--- src/rtl/pipe_reg_pkg.sv ---
// Shared types and constants for the elastic pipeline stage register.
// Bundle bit positions match the decode unit's packing.
package pipe_reg_pkg;

  typedef enum logic [1:0] {
    EMPTY = 2'd0,
    ONE   = 2'd1,
    FULL  = 2'd2
  } preg_state_e;

  localparam int PREG_WIDTH = 103;
  localparam int PREG_CNT_W = 8;

  localparam int B_REGWRITE = 102;
  localparam int B_MEMTOREG = 101;
  localparam int B_MEMWRITE = 100;
  localparam int B_ALUCTL_HI = 99;
  localparam int B_ALUCTL_LO = 97;
  localparam int B_ALUSRC = 96;
  localparam int B_REGDST = 95;
  localparam int B_OP1_HI = 94;
  localparam int B_OP1_LO = 63;
  localparam int B_OP2_HI = 62;
  localparam int B_OP2_LO = 31;
  localparam int B_RS_HI = 30;
  localparam int B_RS_LO = 26;
  localparam int B_RT_HI = 25;
  localparam int B_RT_LO = 21;
  localparam int B_RD_HI = 20;
  localparam int B_RD_LO = 16;
  localparam int B_IMM_HI = 15;
  localparam int B_IMM_LO = 0;

endpackage

--- src/rtl/pipe_stage_reg_sat_counter.sv ---
// Saturating up-counter with synchronous clear.
// Clear takes priority over increment.
module sat_counter #(
  parameter int W = 8
) (
  input  logic         clk,
  input  logic         rst_n,
  input  logic         clr,
  input  logic         inc,
  output logic [W-1:0] cnt
);

  logic [W-1:0] cnt_q, cnt_d;

  always_comb begin
    cnt_d = cnt_q;
    if (clr) begin
      cnt_d = '0;
    end else if (inc && (cnt_q != {W{1'b1}})) begin
      cnt_d = cnt_q + 1'b1;
    end
  end

  always_ff @(posedge clk or negedge rst_n) begin
    if (!rst_n) begin
      cnt_q <= '0;
    end else begin
      cnt_q <= cnt_d;
    end
  end

  assign cnt = cnt_q;

endmodule

--- src/rtl/pipe_stage_reg.sv ---
// Elastic pipeline register: main + skid entry, flush, stall counter.
// Handshake outputs decode from state only.
module pipe_stage_reg
  import pipe_reg_pkg::*;
#(
  parameter int               WIDTH     = PREG_WIDTH,
  parameter logic [WIDTH-1:0] CLR_VALUE = '0,
  parameter int               CNT_W     = PREG_CNT_W
) (
  input  logic             CLK_PReg,
  input  logic             RST_PReg,
  input  logic             CLR_PReg,
  input  logic             ValidIn,
  output logic             ReadyIn,
  input  logic [WIDTH-1:0] DataIn,
  output logic             ValidOut,
  input  logic             ReadyOut,
  output logic [WIDTH-1:0] DataOut,
  output logic [CNT_W-1:0] StallCnt,
  input  logic             CntClr
);

  preg_state_e      state_q, state_d;
  logic [WIDTH-1:0] main_q, main_d;
  logic [WIDTH-1:0] skid_q, skid_d;
  logic             in_fire, out_fire;

  assign ValidOut = (state_q != EMPTY);
  assign ReadyIn  = (state_q != FULL);
  assign DataOut  = main_q;
  assign in_fire  = ValidIn & ReadyIn;
  assign out_fire = ValidOut & ReadyOut;

  always_comb begin
    state_d = state_q;
    main_d  = main_q;
    skid_d  = skid_q;
    if (CLR_PReg) begin
      state_d = EMPTY;
      main_d  = CLR_VALUE;
      skid_d  = CLR_VALUE;
    end else begin
      unique case (state_q)
        EMPTY: begin
          if (in_fire) begin
            state_d = ONE;
            main_d  = DataIn;
          end
        end
        ONE: begin
          if (in_fire && out_fire) begin
            main_d = DataIn;
          end else if (in_fire) begin
            state_d = FULL;
            skid_d  = DataIn;
          end else if (out_fire) begin
            state_d = EMPTY;
            main_d  = CLR_VALUE;
          end
        end
        FULL: begin
          if (out_fire) begin
            state_d = ONE;
            main_d  = skid_q;
            skid_d  = CLR_VALUE;
          end
        end
        default: begin
          state_d = EMPTY;
          main_d  = CLR_VALUE;
          skid_d  = CLR_VALUE;
        end
      endcase
    end
  end

  always_ff @(posedge CLK_PReg or negedge RST_PReg) begin
    if (!RST_PReg) begin
      state_q <= EMPTY;
      main_q  <= CLR_VALUE;
      skid_q  <= CLR_VALUE;
    end else begin
      state_q <= state_d;
      main_q  <= main_d;
      skid_q  <= skid_d;
    end
  end

  sat_counter #(
    .W(CNT_W)
  ) u_stall_cnt (
    .clk  (CLK_PReg),
    .rst_n(RST_PReg),
    .clr  (CntClr),
    .inc  (ValidOut & ~ReadyOut),
    .cnt  (StallCnt)
  );

endmodule
--- config.mk ---
export PLATFORM = sky130hd
export DESIGN_NAME = pipe_stage_reg
export DESIGN_NICKNAME = d
export VERILOG_FILES = /design/src/rtl/pipe_reg_pkg.sv /design/src/rtl/pipe_stage_reg_sat_counter.sv /design/src/rtl/pipe_stage_reg.sv
export SDC_FILE = /design/constraint.sdc
export NUM_CORES = 1
export LEC_CHECK = 0
export BUFFER_PORTS_ARGS = -buffer_cell sky130_fd_sc_hd__buf_2
export CAP_MARGIN = 40
export CORE_UTILIZATION = 40
export CTS_BUF_LIST = sky130_fd_sc_hd__clkbuf_4 sky130_fd_sc_hd__clkbuf_8 sky130_fd_sc_hd__clkbuf_16
export DETAILED_ROUTE_END_ITERATION = 8
export GPL_TIMING_DRIVEN = 1
export PLACE_DENSITY_LB_ADDON = 0.08
export SYNTH_ARGS = -nofsm -noshare
export SYNTH_HDL_FRONTEND = slang
export SYNTH_SLANG_ARGS = --single-unit
--- constraint.sdc ---
create_clock -name CLK_PReg -period 1.6 [get_ports CLK_PReg]
set_clock_uncertainty 0.05 [all_clocks]
set_input_delay 0.32 -clock CLK_PReg [delete_from_list [all_inputs] [get_ports CLK_PReg]]
set_output_delay 0.32 -clock CLK_PReg [all_outputs]
set_load 0.005 [all_outputs]
### Word level (Yosys, flattened, before mapping)

Index checks and enable logic that the tools add are counted.

| storage, ports and cells | value |
|---|---|
| bits in registers | 216 |
| bits of input ports | 109 |
| output and inout bits | 113 |
| word-level logic and storage cells | 48 |

| operators by class | value |
|---|---|
| add/subtract/negate cells | 1 |
| equal/unequal tests | 12 |
| muxes and demuxes | 19 |
| bitwise gates (word level) | 4 |
| reductions and logical operators | 8 |

Operators with widths:

| kind | number |
|---|---|
| 103-bit 2-to-1 mux | 8 |
| 103-bit case mux with 3 select lines | 2 |
| 8-bit 2-to-1 mux | 2 |
| 2-bit 2-to-1 mux | 6 |
| 3-bit != test (second input constant) | 4 |
| 4-bit != test (second input constant) | 3 |
| 4-bit AND reduction | 3 |
| 8-bit by 1-bit adder with 8-bit output (second input constant) | 1 |
| 8-bit != test (second input constant) | 1 |
| 2-bit case mux with 3 select lines | 1 |
| 2-bit != test (second input constant) | 2 |
| 2-bit nonzero test | 2 |
| 1-bit AND | 3 |
| 2-bit by 1-bit == test with 1-bit output (second input constant) | 1 |
| 2-bit == test (second input constant) | 1 |
| 1-bit logical AND | 2 |
| 2-bit logical NOT | 1 |
| 1-bit inverter | 1 |

### Logic depth before layout (Yosys ltp)

Gate-level depths: netlist of run 1.

| logic depth | value |
|---|---|
| word-level depth | 7 |
| gate-level depth with buffers | 8 |
| gate-level depth less buffers | 5 |

### Modules after synthesis

A second synthesis of run 1 with hierarchy kept.

| unflattened totals | value |
|---|---|
| cell total of the unflattened synthesis | 977 |
| area, all modules | 10,824.1 um2 |

Modules (own cells, without submodules):

| module | times used | cells each | area an instance (um2) |
|---|---|---|---|
| pipe_stage_reg | 1 | 928 | 10,359.9 |
| sat_counter | 1 | 49 | 464.2 |

### Worst setup path after synthesis of run 1

No wires, ideal clock.

| path | value |
|---|---|
| path type | reg-to-reg |
| from | register u_stall_cnt.cnt_q[0] (netlist: u_stall_cnt.cnt[0]) |
| to | register u_stall_cnt.cnt_q[5] (netlist: u_stall_cnt.cnt[5]) |
| setup time | 78 ps |
| arrival time | 1,473 ps |
| required time | 1,472 ps |
| setup slack | 0 ps |
| stages on the path, launching flop included | 6 |
| buffers on the path | 0 |
| path through | dfrtp_1 ha_1 nand3_1 o21ai_2 or4_1 a21oi_1 |

| between the ends | value |
|---|---|
| word-level cells in the longest chain between the ends | 3 |
| elaborated cells on any way between the ends | 6 |
| those cells by class | add/sub: 1; eq/ne: 1; mux: 2; reduce/logical: 2 |

RTL lines:

| item | RTL line | source |
|---|---|---|
| start, declared | pipe_stage_reg_sat_counter.sv:13 | `logic [W-1:0] cnt_q, cnt_d;` |
| start signal, assigned | pipe_stage_reg_sat_counter.sv:28 | `cnt_q <= cnt_d;` |
| 8-bit by 1-bit adder with 8-bit output or 8-bit != test (tied branches) | pipe_stage_reg_sat_counter.sv:20, pipe_stage_reg_sat_counter.sv:19 |  |
| 8-bit 2-to-1 mux or 1-bit logical AND (tied branches) | pipe_stage_reg_sat_counter.sv:19 | `end else if (inc && (cnt_q != {W{1'b1}})) begin` |
| 8-bit 2-to-1 mux or 2-bit nonzero test (tied branches) | -- |  |

Several ways; a longest one is shown, not always the timed one. The select of a mux whose other input is x is not followed.
A chain may end at the register's enable or synchronous reset.

### Worst setup path after layout of run 1

| path | value |
|---|---|
| from | register state_q[1] |
| to | register main_q[31] (netlist: DataOut[31]) |

| between the ends | value |
|---|---|
| word-level cells in the longest chain between the ends | 6 |
| elaborated cells on any way between the ends | 16 |
| those cells by class | eq/ne: 7; mux: 3; bitwise: 2; reduce/logical: 4 |

RTL lines:

| item | RTL line | source |
|---|---|---|
| start, declared | pipe_stage_reg.sv:23 | `preg_state_e state_q, state_d;` |
| start signal, assigned | pipe_stage_reg.sv:83 | `state_q <= state_d;` |
| 2-bit != test or 2-bit nonzero test (tied branches) | pipe_stage_reg.sv:29, pipe_stage_reg.sv:28 |  |
| 1-bit AND (on tied branches) | pipe_stage_reg.sv:31, pipe_stage_reg.sv:32 |  |
| 1-bit logical AND | pipe_stage_reg.sv:51 | `if (in_fire && out_fire) begin` |
| 103-bit 2-to-1 mux | pipe_stage_reg.sv:51 |  |
| 103-bit case mux with 3 select lines | pipe_stage_reg.sv:43 | `unique case (state_q)` |
| 103-bit 2-to-1 mux | pipe_stage_reg.sv:38 | `if (CLR_PReg) begin` |
| end signal, assigned | pipe_stage_reg.sv:84 | `main_q <= main_d;` |
| end, declared | pipe_stage_reg.sv:24 | `logic [WIDTH-1:0] main_q, main_d;` |

Several ways; a longest one is shown, not always the timed one.

==> results of run 1 <==
==> worst max path at each step <==
stage                                 from                             end  slack, ns  cells after the start
CTS                 state_q[0]$_DFFE_PN0P_                         ReadyIn      -0.22                      5
global route        state_q[1]$_DFFE_PN0P_         DataOut[41]$_DFFE_PN0P_      -0.27                      8
global placement    state_q[0]$_DFFE_PN0P_  u_stall_cnt.cnt[7]$_DFFE_PN0P_      -0.04                      5
floorplan           state_q[0]$_DFFE_PN0P_         DataOut[61]$_DFFE_PN0P_      0.006                      8
finish              state_q[1]$_DFFE_PN0P_         DataOut[31]$_DFFE_PN0P_      -0.21                      8
detailed placement  state_q[1]$_DFFE_PN0P_          skid_q[10]$_DFFE_PN0P_      -0.07                      7
==> state kept, by name, indices dropped and copies added, names as in the netlist <==
register and cells:
DataOut 103, skid_q 103, state_q 2, u_stall_cnt.cnt 8
==> per-layer routing <==
metal	up-vias	GRT usage	wire [µm]
met3	27	0.0419	1490
met4	0	0.0367	297
met1	4022	0.302	13300
met2	202	0.367	14000
li1	3719	-	-
met5	-	0	0
==> worst max-delay path: stages (launching register included) <==
cell	delay, ns
dfrtp_2	0.41
buf_6	0.12
buf_12	0.12
xor2_2	0.15
a22oi_2	0.10
or2_4	0.30
buf_12	0.17
buf_12	0.14
o2bb2ai_1	0.16
==> what timing repair did <==
action	4_1_cts	5_1_grt
buffers inserted	15	4
hold buffers	68	0
gates resized for setup	57	25
endpoints found under the hold margin	283	0
endpoints found under the setup margin	181	216
pin swaps	15	9
cloned	7	10
==> stage by stage <==
step                      cells  total power, W  hold slack (ns)  setup TNS, ns  setup WS, ns
after floorplan             860         0.00704          -0.0256              0       0.00644
after CTS                  1528          0.0147         0.000167         -33.98        -0.219
after global routing       1541          0.0152          0.00889         -45.84        -0.271
after detailed placement   1394         0.00804            0.158          -5.14       -0.0659
final                      1541          0.0146           0.0167         -33.29        -0.214
after global placement     1394         0.00801            0.158          -2.59       -0.0362
==> power groups by stage <==
| stage | clock, W | sequential [W] | combinational, W |
|---|---|---|---|
| floorplan | 0 | 0.00607 | 0.000966 |
| global placement | 0 | 0.00609 | 0.00193 |
| detailed placement | 0 | 0.00609 | 0.00195 |
| CTS | 0.00632 | 0.00600 | 0.00234 |
| global route | 0.00649 | 0.00605 | 0.00268 |
| finish | 0.00616 | 0.00601 | 0.00247 |
==> layout by cell type (no fill, tap or decap), drive strengths merged <==
| master | instances |
|---|---|
| nor2b | 3 |
| nand3 | 4 |
| a21oi | 7 |
| inv | 107 |
| nor3 | 2 |
| o21a | 1 |
| bufinv | 4 |
| dlygate4sd3 | 68 |
| or2 | 2 |
| a2bb2oi | 1 |
| bufbuf | 1 |
| clkinvlp | 1 |
| buf | 307 |
| o22a | 1 |
| or3 | 2 |
| dfrtp | 216 |
| clkinv | 3 |
| nand4 | 2 |
| xor2 | 4 |
| a22oi | 104 |
| ha | 1 |
| o21ai | 4 |
| and3 | 1 |
| or4 | 2 |
| mux2i | 104 |
| and2 | 1 |
| o31ai | 2 |
| o2bb2ai | 103 |
| o21ba | 1 |
| nor2 | 7 |
| clkbuf | 45 |
| nand2 | 105 |
| nor3b | 1 |
==> final cells by class <==
| class | instances | area (µm²) |
|---|---|---|
| tap | 324 | 405 |
| clock inverter | 8 | 143 |
| sequential | 216 | 5410 |
| clock buffer | 36 | 752 |
| inverter | 107 | 402 |
| multi-input combinational | 465 | 3950 |
| timing repair buffer | 385 | 3410 |
| fill | 1985 | 9780 |
==> kinds of logic after synthesis <==
group	synth area share
buffers and inverters	0.0843
adder cells (fa/ha/maj)	0.00127
XOR/XNOR	0.00431
AO/OA/AOI/OAI	0.202
multiplexers	0.105
flip-flops	0.547
AND/OR/NAND/NOR	0.0556
==> flow_summary.json, run 1 <==
{
  "status": "finished with violations",
  "violations": "negative setup slack",
  "peakVddDrop_v": 0.000612,
  "worstHoldPathCells": 2,
  "dieArea_um2": 25300,
  "setup_ws_ns": -0.214,
  "powerDensity_nw_per_um2": 1010,
  "postRouteAntennaNets": 0,
  "cts.clk_slew.worst_paths_ns": 0.06,
  "core_um2": 24200,
  "cts_buffers": 25,
  "fin_nets": 1310,
  "clk_latency_ns": 0.51,
  "switchingPower_w": 0.00372,
  "worst_hold_path.endpoint": "state_q[1]$_DFFE_PN0P_",
  "period_share": 1.13,
  "fin_crit_ns": 1.81,
  "viasPerCell": 5.17,
  "grt_pass1_vias": 8194,
  "post_route_cells_drive_above_1_share": 0.368,
  "rows": 57,
  "hold_viol": 0,
  "hold_class": "in -> reg",
  "synth_edf_count": 0,
  "htree_levels": 1,
  "area_growth_pct": 46.4,
  "pin_count": 222,
  "worstMarginPinSlew_ns": 0.354,
  "overflow": 0,
  "seq_power_share": 0.410,
  "first_pass_iters": 5,
  "drc": 0,
  "ys_ff_latch": 216,
  "r2r_cells": 8,
  "dpl-instance-area_um2": 11900,
  "final_cell_area_um2": 14500,
  "synth_most_common_cell": "dfrtp_1",
  "syn_nets": 970,
  "wirelength_um": 29100,
  "cts_root_buffer": "clkbuf_16",
  "synth_top_area_frac": 0.547,
  "hold_start": "ReadyOut",
  "required_ns": 1.97,
  "p_clk_frac": 0.421,
  "async_flop_share": 1.00,
  "p_int_w": 0.0109,
  "p_leak_nw": 6.96,
  "synth.avg_cell_area_um2": 11.5,
  "post-dp-hpwl_um": 17100,
  "synth_area_um2": 9880,
  "die_h_um": 159,
  "swShare": 0.254,
  "initialDrtViolationCount": 383,
  "synthDistinctLibCells": 36,
  "synth.cells.most_frequent": "dfrtp_1, inv_1, nand2_1",
  "report.final.slew_viol_count": 0,
  "finalSetupViolations": 216,
  "ff2ff_setup_slack_ns": -0.21,
  "cts_buffer_depth": 3,
  "crit_type": "reg -> reg",
  "ys.flop_type": "dfrtp_1",
  "track_usage": 0.220,
  "grt_max_degree": 59,
  "yosysWarnings": 0,
  "syn-instance-count": 860,
  "clkSinkCount": 216,
  "worstReg2RegStart": "state_q[1]$_DFFE_PN0P_",
  "start_kind": "flip-flop",
  "synth_area_leaders": "dfrtp_1, mux2i_1, a22oi_1",
  "fmax_mhz": 551,
  "seq_area_frac_synth": 0.547,
  "routabilityCongestion": 0.776,
  "start_util": 0.408,
  "cts_tree": "done",
  "synth.largest_area_cell": "dfrtp_1",
  "antenna_cells": 0,
  "io_buffers": 221,
  "die-width_um": 159,
  "fin_util": 0.597,
  "crit_arrival_ns": 2.19,
  "num_vias": 7970,
  "post_drt_wl_per_cell_um": 18.9,
  "grt_pass1_wl_um": 45000,
  "path_max_fanout": 6,
  "pwr-share-comb": 0.169,
  "maxCapViolations": 0,
  "reg2reg_to": "DataOut[31]$_DFFE_PN0P_",
  "grt_antenna_before_repair": 1,
  "slew_headroom": 0.764,
  "worst_setup_path_end_kind": "flip-flop",
  "rsz0062_at_grt": "yes"
}
Note: power is estimated with default switching activity, not from simulation.
==> inputs of run 2 (changes only) <==
==> constraint.sdc (replaced) <==
create_clock -name CLK_PReg -period 1.6 [get_ports CLK_PReg]
set_clock_uncertainty 0.05 [all_clocks]
set_input_delay 0.24 -clock CLK_PReg [delete_from_list [all_inputs] [get_ports CLK_PReg]]
set_output_delay 0.24 -clock CLK_PReg [all_outputs]
set_load 0.005 [all_outputs]
==> run 2 against run 1 <==
The flow still finishes with violations (negative setup slack). Non-clock buffer count increased by 37. Setup slack improved by 0.012 ns. Sequential share of layout area down 0.055 points. Die area stayed put. Fmax up 0.64%. Worst hold slack improved by 0.088 ns. Largest cell class unchanged. Highest routed layer unchanged.
==> flow_summary.json, run 2 (same netlist as run 1, synthesis figures left out) <==
{
  "crit_path_frequent_cell": "buf_6",
  "grt_antenna_before_repair": 0,
  "path_cells": "buf_6 -> or2_4 -> buf_6 -> buf_6",
  "layout_commonest_cell": "buf_2",
  "cts_buffers": 25,
  "grt_pass1_wl_um": 45300,
  "die-width_um": 159,
  "fin_crit_ns": 1.80,
  "area_growth_pct": 46.6,
  "fin_util": 0.598,
  "violations": "negative setup slack",
  "track_usage": 0.220,
  "hold_class": "in -> reg",
  "fmax_mhz": 555,
  "fill_cells": 2044,
  "wl_met2_um": 13400,
  "postRouteAntennaNets": 0,
  "grt_pass1_vias": 8399,
  "start_kind": "flip-flop",
  "required_ns": 1.31,
  "crit_type": "reg -> out",
  "dpl-instance-area_um2": 12100,
  "cts_root_buffer": "clkbuf_16",
  "wl_met3_um": 1330,
  "layout_common_cells": "buf_2, dfrtp_1, dlygate4sd3_1",
  "cp.buffers_inverters": 3,
  "cts_tree": "done",
  "slew_headroom": 0.780,
  "powerDensity_nw_per_um2": 966,
  "top_layer_used": "met4",
  "drc": 0,
  "fin_nets": 1347,
  "num_vias": 7965,
  "worst_setup_path_end_kind": "output port",
  "die_h_um": 159,
  "core_um2": 24200,
  "rsz0062_at_grt": "yes",
  "path_delay_family": "flip-flops",
  "crit_arrival_ns": 1.51,
  "cp_slowest_cell": "dfrtp_2",
  "first_pass_iters": 9,
  "routabilityCongestion": 0.781,
  "final_cell_area_um2": 14500,
  "wl_met1_um": 12700,
  "post_route_cells_drive_above_1_share": 0.344,
  "p_leak_nw": 6.97,
  "io_buffers": 221,
  "post-dp-hpwl_um": 17200,
  "setup_ws_ns": -0.203,
  "clk_latency_ns": 0.53,
  "grt_max_degree": 47,
  "path_max_fanout": 2,
  "htree_levels": 1,
  "cpPeakStageDelay_ns": 0.41,
  "cts_buffer_depth": 3,
  "pin_count": 222,
  "dieArea_um2": 25300,
  "wirelength_um": 28000,
  "status": "finished with violations",
  "post_drt_wl_per_cell_um": 17.7,
  "maxCapViolations": 0,
  "report.final.slew_viol_count": 0,
  "viasPerCell": 5.04,
  "period_share": 1.13,
  "finalSetupViolations": 208,
  "start_util": 0.408,
  "overflow": 0,
  "clkSinkCount": 216,
  "antenna_cells": 0,
  "worstMarginPinSlew_ns": 0.331,
  "cts.clk_slew.worst_paths_ns": 0.06,
  "initialDrtViolationCount": 405,
  "peakVddDrop_v": 0.000689,
  "rows": 57,
  "hold_viol": 0
}
[run 2: cell count changes in the layout (fill, tap and decap cells not counted), sizes merged]
cell,before,now
dlygate4sd3,68,107
bufinv,4,0
buf,307,308
bufbuf,1,0
clkbuf,45,46
clkinvlp,1,2
inv,107,108
[run 2: layout make-up]
type	count	area, µm²	area share
flip-flops and latches	216	5410	0.373
repair buffers	422	3630	0.251
inverters	107	402	0.0277
multi-input cells	465	3840	0.265
clock inverters	6	38.8	0.00268
well taps	324	405	0.0280
clock buffers	39	762	0.0526
[run 2: final timing paths]
check / start / end / slack, ns / cells after the start
setup / recovery: state_q[0]$_DFFE_PN0P_ / ValidOut / -0.20 / 4
hold / removal: ReadyOut / state_q[0]$_DFFE_PN0P_ / 0.10 / 4
setup reg to reg: state_q[0]$_DFFE_PN0P_ / skid_q[30]$_DFFE_PN0P_ / -0.19 / 8
hold reg to reg: DataOut[17]$_DFFE_PN0P_ / DataOut[17]$_DFFE_PN0P_ / 0.43 / 1
max in group asynchronous: RST_PReg / skid_q[35]$_DFFE_PN0P_ / 0.74 / 3
min in group asynchronous: RST_PReg / skid_q[53]$_DFFE_PN0P_ / 0.16 / 2
[run 2: report_power, final]
part / internal [W] / total, W / switching (W)
Combinational: 0.00125 / 0.00244 / 0.00119
Clock: 0.00327 / 0.00557 / 0.00230
Sequential: 0.00579 / 0.00599 / 0.000202
Total: 0.0103 / 0.0140 / 0.00369
[run 2: worst reg2reg max path: cells and delay by family, from the launching register on]
| kind | cells | cell delay (ns) |
|---|---|---|
| compound gates | 1 | 0.22 |
| buf+inv | 5 | 0.68 |
| flops | 1 | 0.41 |
| mux | 1 | 0.21 |
| simple gates | 1 | 0.15 |
[run 2: per-stage QoR]
step / setup TNS (ns) / power (W) / hold WS (ns) / setup slack (ns) / instances
after floorplan: 0 / 0.00704 / -0.106 / 0.00644 / 860
after global placement: -3.70 / 0.00809 / 0.104 / -0.0800 / 1406
after detailed placement: -5.28 / 0.00811 / 0.101 / -0.0834 / 1406
after CTS: -32.34 / 0.0140 / 0.0838 / -0.202 / 1570
after global routing: -42.71 / 0.0146 / 0.148 / -0.245 / 1579
final: -29.68 / 0.0140 / 0.105 / -0.203 / 1579
[run 2: per-layer routing]
metal,GRT usage,vias to the layer above
li1,-,3773
met1,0.302,3977
met2,0.360,182
met3,0.0396,33
met4,0.0581,0
met5,0,-
[run 2: repair_timing]
item	in CTS	in global routing
hold buffers	107	0
endpoints found under the hold margin	419	0
pin swaps	1	7
buffers inserted	11	2
endpoints found under the setup margin	155	212
cloned	2	8
gates resized for setup	20	33
